[config.mk]
export PLATFORM = sky130hd
export DESIGN_NAME = demux2_scheduler
export DESIGN_NICKNAME = d
export VERILOG_FILES = /design/src/rtl/demux2_scheduler_pkg.sv /design/src/rtl/DeMultiplexer2ver.sv /design/src/rtl/demux2_hold_reg.sv /design/src/rtl/demux2_scheduler.sv
export SDC_FILE = /design/constraint.sdc
export NUM_CORES = 1
export LEC_CHECK = 0
export ABC_AREA = 1
export BUFFER_PORTS_ARGS = -buffer_cell sky130_fd_sc_hd__buf_2
export CORE_UTILIZATION = 48
export CTS_CLUSTER_DIAMETER = 120
export DETAILED_ROUTE_END_ITERATION = 8
export PLACE_DENSITY = 0.75
export SLEW_MARGIN = 20
export SYNTH_ARGS = -nofsm -noshare
export SYNTH_HDL_FRONTEND = slang
export SYNTH_SLANG_ARGS = --single-unit
[constraint.sdc]
create_clock -name clk -period 1.52 [get_ports clk]
set_input_delay 0.152 -clock clk [delete_from_list [all_inputs] [get_ports clk]]
set_output_delay 0.152 -clock clk [all_outputs]
set_load 0.01 [all_outputs]
[src/rtl/demux2_scheduler_pkg.sv]
// Shared encodings and the burst-boundary routing rule for the 2-way demux scheduler.
package demux2_scheduler_pkg;

  typedef enum logic [1:0] {
    MODE_ALT   = 2'b00,
    MODE_FIX_B = 2'b01,
    MODE_FIX_C = 2'b10,
    MODE_SKIP  = 2'b11
  } mode_t;

  typedef enum logic {
    SEND_B = 1'b0,
    SEND_C = 1'b1
  } state_t;

  // Skip mode stays put only when the current consumer is ready and the other one is stalled.
  function automatic state_t boundary_next(input state_t cur, input mode_t m,
                                           input logic ready_b, input logic ready_c);
    logic   ready_cur;
    logic   ready_oth;
    state_t toggled;
    ready_cur = (cur == SEND_B) ? ready_b : ready_c;
    ready_oth = (cur == SEND_B) ? ready_c : ready_b;
    toggled   = (cur == SEND_B) ? SEND_C : SEND_B;
    case (m)
      MODE_ALT:   boundary_next = toggled;
      MODE_FIX_B: boundary_next = SEND_B;
      MODE_FIX_C: boundary_next = SEND_C;
      default:    boundary_next = (!ready_oth && ready_cur) ? cur : toggled;
    endcase
  endfunction

endpackage

[src/rtl/DeMultiplexer2ver.sv]
// Combinational 2-way demultiplexer: Select=0 routes A to B, Select=1 routes A to C.
module DeMultiplexer2ver #(
  parameter int WIDTH = 2
) (
  input  logic [WIDTH-1:0] A,
  input  logic             Select,
  output logic [WIDTH-1:0] B,
  output logic [WIDTH-1:0] C
);

  assign B = Select ? '0 : A;
  assign C = Select ? A : '0;

endmodule

[src/rtl/demux2_hold_reg.sv]
// One-deep holding register for the demux scheduler: captures a word with its route and
// releases it when the selected consumer takes it, allowing load and drain in the same cycle.
module demux2_hold_reg #(
  parameter int WIDTH = 2
) (
  input  logic             clk,
  input  logic             rst,
  input  logic [WIDTH-1:0] din,
  input  logic             in_valid,
  input  logic             target,
  input  logic             ready_b,
  input  logic             ready_c,
  output logic [WIDTH-1:0] data,
  output logic             valid,
  output logic             sel,
  output logic             in_ready,
  output logic             accept
);

  logic drain;

  assign drain    = valid & (sel ? ready_c : ready_b);
  assign in_ready = ~rst & (~valid | drain);
  assign accept   = in_valid & in_ready;

  // A stalled word keeps data and sel untouched until its consumer accepts it.
  always_ff @(posedge clk or posedge rst) begin
    if (rst) begin
      data  <= '0;
      valid <= 1'b0;
      sel   <= 1'b0;
    end else if (accept) begin
      data  <= din;
      valid <= 1'b1;
      sel   <= target;
    end else if (drain) begin
      valid <= 1'b0;
    end
  end

endmodule

[src/rtl/demux2_scheduler.sv]
// Burst scheduler for the 2-way demux: steers BURST_LEN-word bursts of the input stream to
// output B or C according to the sampled mode, with per-output backpressure.
module demux2_scheduler
  import demux2_scheduler_pkg::*;
#(
  parameter int WIDTH     = 2,
  parameter int BURST_LEN = 4,
  parameter int CNT_W     = 3
) (
  input  logic             clk,
  input  logic             rst,
  input  logic [WIDTH-1:0] A_in,
  input  logic             in_valid,
  output logic             in_ready,
  input  logic [1:0]       mode,
  output logic             Select,
  output logic [WIDTH-1:0] outB,
  output logic             outB_valid,
  input  logic             outB_ready,
  output logic [WIDTH-1:0] outC,
  output logic             outC_valid,
  input  logic             outC_ready,
  output logic [CNT_W-1:0] burst_cnt
);

  localparam logic [CNT_W-1:0] LAST = CNT_W'(BURST_LEN - 1);

  state_t           state;
  mode_t            mode_q;
  logic [WIDTH-1:0] data_q;
  logic             valid_q;
  logic             sel_q;
  logic             accept;

  demux2_hold_reg #(.WIDTH(WIDTH)) u_hold (
    .clk      (clk),
    .rst      (rst),
    .din      (A_in),
    .in_valid (in_valid),
    .target   (state == SEND_C),
    .ready_b  (outB_ready),
    .ready_c  (outC_ready),
    .data     (data_q),
    .valid    (valid_q),
    .sel      (sel_q),
    .in_ready (in_ready),
    .accept   (accept)
  );

  DeMultiplexer2ver #(.WIDTH(WIDTH)) u_demux (
    .A      (data_q),
    .Select (sel_q),
    .B      (outB),
    .C      (outC)
  );

  assign Select     = sel_q;
  assign outB_valid = valid_q & ~sel_q;
  assign outC_valid = valid_q & sel_q;

  // Mode is only picked up between bursts on an idle cycle, so a burst is never split.
  always_ff @(posedge clk or posedge rst) begin
    if (rst) begin
      state     <= SEND_B;
      burst_cnt <= '0;
      mode_q    <= MODE_ALT;
    end else if (accept) begin
      if (burst_cnt == LAST) begin
        burst_cnt <= '0;
        state     <= boundary_next(state, mode_q, outB_ready, outC_ready);
      end else begin
        burst_cnt <= burst_cnt + CNT_W'(1);
      end
    end else if (burst_cnt == '0) begin
      mode_q <= mode_t'(mode);
      if (mode == MODE_FIX_B) begin
        state <= SEND_B;
      end else if (mode == MODE_FIX_C) begin
        state <= SEND_C;
      end
    end
  end

endmodule

==> results of run 1 <==
## worst max-delay path, stage by stage
cell	delay, ns
sky130_fd_sc_hd__dlygate4sd3_1	0.54
sky130_fd_sc_hd__buf_2	0.12
sky130_fd_sc_hd__inv_1	0.12
sky130_fd_sc_hd__nand3_2	0.15
sky130_fd_sc_hd__inv_1	0.07
sky130_fd_sc_hd__buf_2	0.12
## area by class of cell
class	instances	area share [%]
clock buffers	4	4.15
inverters	22	9.46
multi-input cells	58	40.1
flip-flops and latches	10	28.7
well taps	15	2.15
repair buffers	24	15.5
## synthesized netlist by cell type
| master | n | area share, % |
|---|---|---|
| sky130_fd_sc_hd__nand2_1 | 22 | 12 |
| sky130_fd_sc_hd__inv_1 | 21 | 11 |
| sky130_fd_sc_hd__dfrtp_1 | 10 | 36 |
| sky130_fd_sc_hd__o21ai_0 | 10 | 7.2 |
| sky130_fd_sc_hd__ha_1 | 5 | 9.0 |
| sky130_fd_sc_hd__nand3_1 | 5 | 3.6 |
| sky130_fd_sc_hd__nand3_2 | 5 | 7.2 |
| sky130_fd_sc_hd__nor2_1 | 4 | 2.2 |
| sky130_fd_sc_hd__nand2_2 | 2 | 1.8 |
| sky130_fd_sc_hd__nand2_4 | 2 | 3.2 |
| sky130_fd_sc_hd__a21oi_1 | 1 | 0.72 |
| sky130_fd_sc_hd__buf_6 | 1 | 1.6 |
| sky130_fd_sc_hd__inv_2 | 1 | 0.54 |
| sky130_fd_sc_hd__nor2_8 | 1 | 2.9 |
| sky130_fd_sc_hd__nor3_1 | 1 | 0.72 |
## per-layer routing
| metal | routed length (um) | global-route usage, % |
|---|---|---|
| met1 | 585 | 21.2 |
| met4 | 0 | 2.59 |
| met5 | 0 | 0 |
| met3 | 54 | 8.33 |
| met2 | 680 | 41.1 |
## metrics by stage
stage	hold slack, ns	cells
6_report	0.0954	133
3_3_place_gp	0.0438	126
2_1_floorplan	0.0241	91
4_1_cts	0.0958	131
3_5_place_dp	0.0437	126
5_1_grt	0.118	133
## worst max-delay path by stage
stage,slack [ns],startpoint,to,depth (start not counted)
5_1_grt,0.008,rst,in_ready,6
3_5_place_dp,0.21,mode_q[0],state,8
2_1_floorplan,0.21,u_hold.sel,state,9
6_report,0.09,rst,in_ready,6
4_1_cts,0.09,rst,state,10
3_3_place_gp,0.26,u_hold.valid,state,8
## logic make-up after synthesis
group / share of synthesized area (%)
compound gates: 7.93
fa+ha+maj: 9.01
buf+inv: 13.5
flops: 36.0
simple gates: 33.5
## power by group through the flow
stage / combinational, uW / sequential [uW] / clock (uW)
floorplan: 515 / 492 / 0
global placement: 699 / 485 / 0
detailed placement: 734 / 493 / 0
CTS: 738 / 490 / 241
global route: 858 / 510 / 253
finish: 740 / 487 / 235
## sequential cells by signal, summed over array words and instances (netlist names)
| register | count |
|---|---|
| mode_q | 2 |
| u_hold.valid | 1 |
| u_hold.data | 2 |
| burst_cnt | 3 |
| u_hold.sel | 1 |
| state | 1 |
## what timing repair did
item,in CTS,in global routing
buffers inserted,0,2
hold buffers,1,0
setup endpoints to repair,0,1
hold endpoints to repair,10,0
==> impl_metrics.toml, run 1 <==
[outcome]
run_status = "completed"

[min_path]
hold_path_end = "u_hold.data[0]"
hold-path-cell-count = 3
worst_hold_path_type = "in2reg"
hold_path_startpoint = "A_in[0]"

[route]
detail_route.vias_per_cell = 4.67
postRouteWirelength_um = 1320
wire_per_inst_um = 9.92
route.detailed.drc = 0
ant_nets = 0
starting_drt_drc_count = 8
length_of_the_first_detailed_routing_pass_in_iterations = 2
vias = 621

[die]
core_um2 = 1320
floorplan.rows = 13
die_height_um = 40.0
floorplan.die_area_um2 = 1600
die_width_um = 40.0
initial_standard_cell_utilization_of_the_core_pct = 52.7
io-pin-count = 20

[global_route]
overflow_left_after_global_routing = 0
first_global_vias = 566
grt_start_max_net_pins = 11
grt.total_usage_pct = 21.1
antenna_found_initial = 0
grt_first_pass_wirelength_um = 2220

[power_and_ir_drop]
total_leakage_power_uw = 0.000538
p_switching_uw = 629
design_power_total_uw = 1460
share_comb_of_total_power_pct = 50.6
pwr_density_cell_nw_per_um2 = 1670
power_report.internal_total_uw = 832
worst_ir_drop_vdd_mv = 0.904
seqPwrFrac_pct = 33.3
share_clk_of_total_power_pct = 16.1
power.share.switching_pct = 43.1

[setup_path]
critical_path.max_fanout = 4
rr_endpoint = "state"
timing.critical_path.to_type = "output pin"
r2r_slack_ns = 0.21
worst_ep_arrival_time_ns = 1.28
required_ns = 1.37
critical_path_class = "in2out"
timing.rr.start = "mode_q[1]"
ff2ff_path_depth = 8
timing.critical_path.from_type = "input pin"

[timing]
tightest_slew_ns = 0.203
timing.fmax_mhz = 699
final.setup.worst_slack_ns = 0.0897
rsz_0062_raised_after_global_routing = "false"
final-max-slew-violation-count = 0
setup_violations = 0
clock_skew_ns = 0.00430
hold_viol_final = 0
relSlewSlack_pct = 86.5
period_share_pct = 94.1
totalNegativeSetupSlack_ns = 0
finalWorstPathRequiredPeriod_ns = 1.43

[cts]
cts_buffer_depth = 2
clock_sinks = 10
clkLatencyLatePin_ns = 0.26
tritoncts_clock_tree = "done"
tritoncts.num_buffers = 3
cts.root.buffer_cell = "sky130_fd_sc_hd__clkbuf_4"
cts_htree_levels = 1
cts-resized-gates = 0
clock_transition_time_at_the_flip_flop_clock_pins_of_the_worst_setup_and_hold_paths_ns = 0.07

[place]
detailed_place_hpwl_um = 1070
place_congestion = 0.676
dpl-instance-area_um2 = 812
buffer_ports.inserted = 19
detailedPlace.worstSlack_ns = 0.212

[synthesis]
synth.ff_latch_count = 10
postSynthNetCount = 105
synth.distinct_cells = 15
synth-warning-count = 0
netlist_instances = 91
post_synth_design_cell_area_um2 = 694
seq_area_frac_synth_pct = 36.0
post_synth.cell_area_avg_um2 = 7.63

[final_layout]
layout.cells.most_common = "sky130_fd_sc_hd__nand2_1"
antenna_cells = 0
postLayoutCoreUtil_pct = 66.3
layout-area-overhead-vs-synth_pct = 25.8
num-fill-cells = 117
seq_area_um2 = 250
post_route_cells_drive_above_1_share_pct = 32.2
multi_input_area_um2 = 350
layout_common_cells = "sky130_fd_sc_hd__nand2_1, sky130_fd_sc_hd__inv_1, sky130_fd_sc_hd__buf_2"
final_area_um2 = 873
fin_nets = 133

[flow_run]
timing.max_cap.violations = 0
(Power assumes the default switching activity.)
==> run 2: changes to the inputs <==
- CORE_UTILIZATION: 48 -> 40
- PLACE_DENSITY: 0.75 -> not set
- clock period: 1.52 -> 1.75 ns (I/O delays scaled with it)
==> run 2 against run 1 <==
Compared with the run above:
- the run now ends with DRC left
- cell area decreased by 2.4%
- cell count decreased by 1.5%
- hold slack improved by 0.025 ns
- clock power decreased by 11%
- non-clock buffer count decreased by 3
- sequential power decreased by 9.9%
- core utilization decreased by 12 points
- die area increased by 19%
- via count decreased by 3.2%
- first-iteration DRC count increased by 63%
- critical path depth unchanged
- largest cell class unchanged
- largest power group unchanged
==> impl_metrics.toml, run 2 (synthesis gave the netlist of run 1 again) <==
[outcome]
violated_checks = "DRC"
run_status = "finished with violations"

[final_layout]
leading_registers_by_flop_count = "burst_cnt: 3 flops, mode_q: 2 flops, u_hold.data: 2 flops"
regMostFlops = "burst_cnt"
multi_input_area_um2 = 350
antenna_cells = 0
num-fill-cells = 153
number_of_flip_flops_under_the_largest_register_name = 3
layout.cells.non_filler = 131
post_route_cells_drive_above_1_share_pct = 30.4
layout-area-overhead-vs-synth_pct = 22.7
layout.cells.most_common = "sky130_fd_sc_hd__nand2_1"
fin_nets = 130
layout_common_cells = "sky130_fd_sc_hd__nand2_1, sky130_fd_sc_hd__inv_1, sky130_fd_sc_hd__buf_2"
seq_area_um2 = 250

[cts]
clock_transition_time_at_the_flip_flop_clock_pins_of_the_worst_setup_and_hold_paths_ns = 0.07
cts_htree_levels = 1
clock_sinks = 10
cts-resized-gates = 0
post_cts.repair.setup_buffers = 0
clkLatencyLatePin_ns = 0.27
cts_buffer_depth = 2
tritoncts_clock_tree = "done"
tritoncts.num_buffers = 3
cts.root.buffer_cell = "sky130_fd_sc_hd__clkbuf_4"

[setup_path]
critical_path.max_fanout = 4
critPathCapture = "in_ready"
worst_path_largest_cell_delay_ns = 0.54
ff2ff_path_depth = 9
timing.critical_path.to_type = "output pin"
rr_endpoint = "state"
critical_path_class = "in2out"
required_ns = 1.57
timing.rr.start = "u_hold.sel"
worstSetupStartpoint = "rst"
r2r_slack_ns = 0.35
worst_ep_arrival_time_ns = 1.32
timing.critical_path.from_type = "input pin"
critical-path-slowest-cell = "sky130_fd_sc_hd__dlygate4sd3_1"
critical_path.cell_chain = "dlygate4sd3_1, buf_2, inv_1, nand3_2, inv_1, buf_2"

[power_and_ir_drop]
seqPwrFrac_pct = 35.4
design_power_total_uw = 1240
share_comb_of_total_power_pct = 47.7
power.share.switching_pct = 43.5
power_report.internal_total_uw = 701
p_switching_uw = 539
total_leakage_power_uw = 0.000522
worst_ir_drop_vdd_mv = 0.736
pwr_density_cell_nw_per_um2 = 1460
share_clk_of_total_power_pct = 16.9

[global_route]
gr-usage-met2_pct = 26.6
first_global_vias = 548
grt.total_usage_pct = 17.1
grt_util_met1_pct = 18.9
global_routing_met3_resource_utilization_pct = 7.50
top_usage_layer = "met2"
antenna_found_initial = 0
overflow_left_after_global_routing = 0
grt_start_max_net_pins = 12
grt_first_pass_wirelength_um = 2260

[timing]
final-max-slew-violation-count = 0
clock_skew_ns = 0.00697
totalNegativeSetupSlack_ns = 0
timing.fmax_mhz = 668
hold_viol_final = 0
relSlewSlack_pct = 77.9
rsz_0062_raised_after_global_routing = "false"
finalWorstPathRequiredPeriod_ns = 1.50
tightest_slew_ns = 0.332
period_share_pct = 85.5
final.setup.worst_slack_ns = 0.254
setup_violations = 0

[route]
detail_route.vias_per_cell = 4.59
length_of_the_first_detailed_routing_pass_in_iterations = 6
postRouteWirelength_um = 1280
starting_drt_drc_count = 13
route.detailed.drc = 4
ant_nets = 0
wire_per_inst_um = 9.79
vias = 601

[die]
die_height_um = 43.7
floorplan.die_area_um2 = 1910
core_um2 = 1560
initial_standard_cell_utilization_of_the_core_pct = 44.5
floorplan.rows = 14
die_width_um = 43.7
io-pin-count = 20

[place]
place_congestion = 0.803
detailedPlace.worstSlack_ns = 0.348
detailed_place_hpwl_um = 998
buffer_ports.inserted = 19
place.detailed.instances = 126

[min_path]
worst_hold_path_type = "in2reg"

[flow_run]
timing.max_cap.violations = 0
run 2: cell count changes in the layout (fill, tap and decap cells not counted), sizes merged:
cell and change:
buf -3
run 2: area by class of cell:
class / count / share of cell area, %
Timing Repair Buffer: 21 / 13.2
Clock buffer: 4 / 4.26
Inverter: 22 / 9.69
Sequential cell: 10 / 29.4
Multi-Input combinational cell: 58 / 41.1
Tap cell: 16 / 2.35
run 2: worst min-delay path by stage:
| stage | cells after the start | end | startpoint |
|---|---|---|---|
| floorplan | 1 | burst_cnt[0] | rst |
| global placement | 2 | u_hold.valid | rst |
| detailed placement | 2 | u_hold.valid | rst |
| CTS | 3 | u_hold.data[0] | A_in[0] |
| global route | 3 | u_hold.data[1] | A_in[1] |
| finish | 3 | u_hold.data[1] | A_in[1] |
run 2: timing repair:
action,in CTS,in global routing
endpoints found under the setup margin,0,0
endpoints found under the hold margin,1,0
hold buffers,1,0
run 2: metrics by stage:
stage	hold WS (ns)	area [um2]	utilization (%)
floorplan	0.0471	694	-
global placement	0.0725	806	51.7
detailed placement	0.0708	806	51.7
CTS	0.107	852	54.7
global route	0.119	852	54.7
finish	0.121	852	54.7
run 2: metal layers:
layer	share of wire (%)	routed length, um	up-vias
met1	45	573	256
met5	0	0	-
met4	2.8	36	0
met3	5.4	69	5
met2	47	602	14
li1	-	-	326
run 2: worst max-delay path, delay by kind of cell:
kind	cells	cell delay [ns]
and+or+nand+nor	1	0.16
buffers and inverters	5	0.99
run 2: power groups by stage:
stage / Combinational, uW / Sequential (uW) / Clock [uW]
global placement: 580 / 443 / 0
floorplan: 447 / 427 / 0
detailed placement: 596 / 444 / 0
CTS: 600 / 440 / 218
finish: 591 / 439 / 210
global route: 682 / 461 / 227
==> run 3: changes to the inputs <==
==> constraint.sdc (replaced) <==
create_clock -name clk -period 1.75 [get_ports clk]
set_input_delay 0 -clock clk [delete_from_list [all_inputs] [get_ports clk]]
set_output_delay 0 -clock clk [all_outputs]
set_load 0.01 [all_outputs]
==> run 3 against run 2 <==
Compared with the run above:
- via count grew 1.3%
- total power grew 0.27%
- clock power is essentially flat
- die area is the same
- core utilization grew 1.3 points
- hold slack lost 0.088 ns
- global-route usage grew 0.17 points
- critical endpoint is now state
- sequential cell count is the same
- largest power group unchanged
- the flow still finishes with violations (DRC)
- non-clock buffer count grew 2
- worst setup slack gained 0.096 ns
==> impl_metrics.toml, run 3 (synthesis gave the netlist of run 1 again) <==
[final_layout]
leading_registers_by_flop_count = "burst_cnt: 3 flops, mode_q: 2 flops, u_hold.data: 2 flops"
post_route_cells_drive_above_1_share_pct = 29.9
final_area_um2 = 872
layout_common_cells = "sky130_fd_sc_hd__nand2_1, sky130_fd_sc_hd__inv_1, sky130_fd_sc_hd__buf_2"
fin_nets = 132
regMostFlops = "burst_cnt"
layout.cells.most_common = "sky130_fd_sc_hd__nand2_1"
number_of_flip_flops_under_the_largest_register_name = 3
postLayoutCoreUtil_pct = 55.9
multi_input_area_um2 = 350
seq_area_um2 = 250
num-fill-cells = 151
layout-area-overhead-vs-synth_pct = 25.6
antenna_cells = 0

[timing]
tightest_slew_ns = 0.331
final-max-slew-violation-count = 0
setup_violations = 0
totalNegativeSetupSlack_ns = 0
finalWorstPathRequiredPeriod_ns = 1.40
timing.fmax_mhz = 714
rsz_0062_raised_after_global_routing = "false"
hold_viol_final = 0
relSlewSlack_pct = 77.9
clock_skew_ns = 0.00697
period_share_pct = 80.0

[die]
die_height_um = 43.7
core_um2 = 1560
floorplan.die_area_um2 = 1910
initial_standard_cell_utilization_of_the_core_pct = 44.5
die_width_um = 43.7
floorplan.rows = 14
io-pin-count = 20

[route]
postRouteWirelength_um = 1300
length_of_the_first_detailed_routing_pass_in_iterations = 6
route.detailed.drc = 4
ant_nets = 0
vias = 609
wire_per_inst_um = 9.78
starting_drt_drc_count = 13
detail_route.vias_per_cell = 4.58

[setup_path]
timing.critical_path.from_type = "flop"
critical_path.max_fanout = 11
required_ns = 1.92
critical_path_class = "reg2reg"
timing.critical_path.to_type = "flop"
worst_ep_arrival_time_ns = 1.57

[cts]
cts_htree_levels = 1
tritoncts_clock_tree = "done"
cts-resized-gates = 0
post_cts.repair.setup_buffers = 0
tritoncts.num_buffers = 3
cts.root.buffer_cell = "sky130_fd_sc_hd__clkbuf_4"
clkLatencyLatePin_ns = 0.27
cts_buffer_depth = 2
clock_sinks = 10
clock_transition_time_at_the_flip_flop_clock_pins_of_the_worst_setup_and_hold_paths_ns = 0.07

[global_route]
first_global_vias = 561
overflow_left_after_global_routing = 0
grt_first_pass_wirelength_um = 2280
grt_start_max_net_pins = 12
antenna_found_initial = 0
grt.total_usage_pct = 17.3

[outcome]
violated_checks = "DRC"
run_status = "finished with violations"

[place]
buffer_ports.inserted = 19
place_congestion = 0.803
dpl-instance-area_um2 = 806
detailed_place_hpwl_um = 998

[min_path]
worst_hold_path_type = "in2reg"

[power_and_ir_drop]
total_leakage_power_uw = 0.000531
design_power_total_uw = 1240
pwr_density_cell_nw_per_um2 = 1430
worst_ir_drop_vdd_mv = 0.737

[flow_run]
timing.max_cap.violations = 0
==> run 3: cell types whose count changed in the layout (fill, tap and decap cells not counted) <==
cell                            before  now
sky130_fd_sc_hd__dlygate4sd3_1       1    3
==> run 3: metal layers <==
| layer | part of all wire (%) | GRT usage (%) |
|---|---|---|
| met5 | 0 | 0 |
| met4 | 2.8 | 11.3 |
| met3 | 5.1 | 7.50 |
| met2 | 47 | 27.2 |
| met1 | 45 | 18.9 |
==> run 3: repair_timing <==
item / in CTS / in global routing
endpoints found under the hold margin: 12 / 0
hold buffers: 3 / 0
setup endpoints to repair: 0 / 0
==> run 3: worst max-delay path, stage by stage, from the launching register on <==
cell and delay, ns:
sky130_fd_sc_hd__dfrtp_1 0.54, sky130_fd_sc_hd__inv_2 0.07, sky130_fd_sc_hd__nand3_2 0.07, sky130_fd_sc_hd__nand3_2 0.12, sky130_fd_sc_hd__nor2_8 0.20, sky130_fd_sc_hd__nand2_2 0.07
sky130_fd_sc_hd__nand2_2 0.07, sky130_fd_sc_hd__nand3_2 0.06, sky130_fd_sc_hd__nand2_1 0.05, sky130_fd_sc_hd__nand2_1 0.04
==> run 3: where the power goes <==
part           leakage, uW  internal (uW)  total, uW  switching (uW)
clock            0.0000210            127        210            83.3
combinational     0.000385            245        594             349
sequential        0.000124            332        439             107
==> run 3: final timing paths <==
check,to,cells past startpoint,slack [ns],startpoint
max,state,9,0.35,u_hold.sel
min,mode_q[0],3,0.03,mode[0]
max reg2reg,state,9,0.35,u_hold.sel
min reg2reg,mode_q[1],2,0.53,mode_q[1]
max in group asynchronous,mode_q[1],4,1.22,rst
min in group asynchronous,u_hold.valid,3,0.16,rst
==> run 3: final cells by class <==
type | instances | share of cell area [%]
Clock buffer | 4 | 4.16
Inverter | 22 | 9.47
Multi-Input combinational cell | 58 | 40.2
Sequential cell | 10 | 28.7
Tap cell | 16 | 2.30
Timing Repair Buffer | 23 | 15.2
==> run 3: through the flow <==
stage	worst slack [ns]	hold WS [ns]	instances
final	0.349	0.0323	133
after floorplan	0.438	-0.128	91
after global placement	0.373	-0.102	126
after global routing	0.219	0.0425	133
after CTS	0.340	0.0190	133
after detailed placement	0.348	-0.104	126
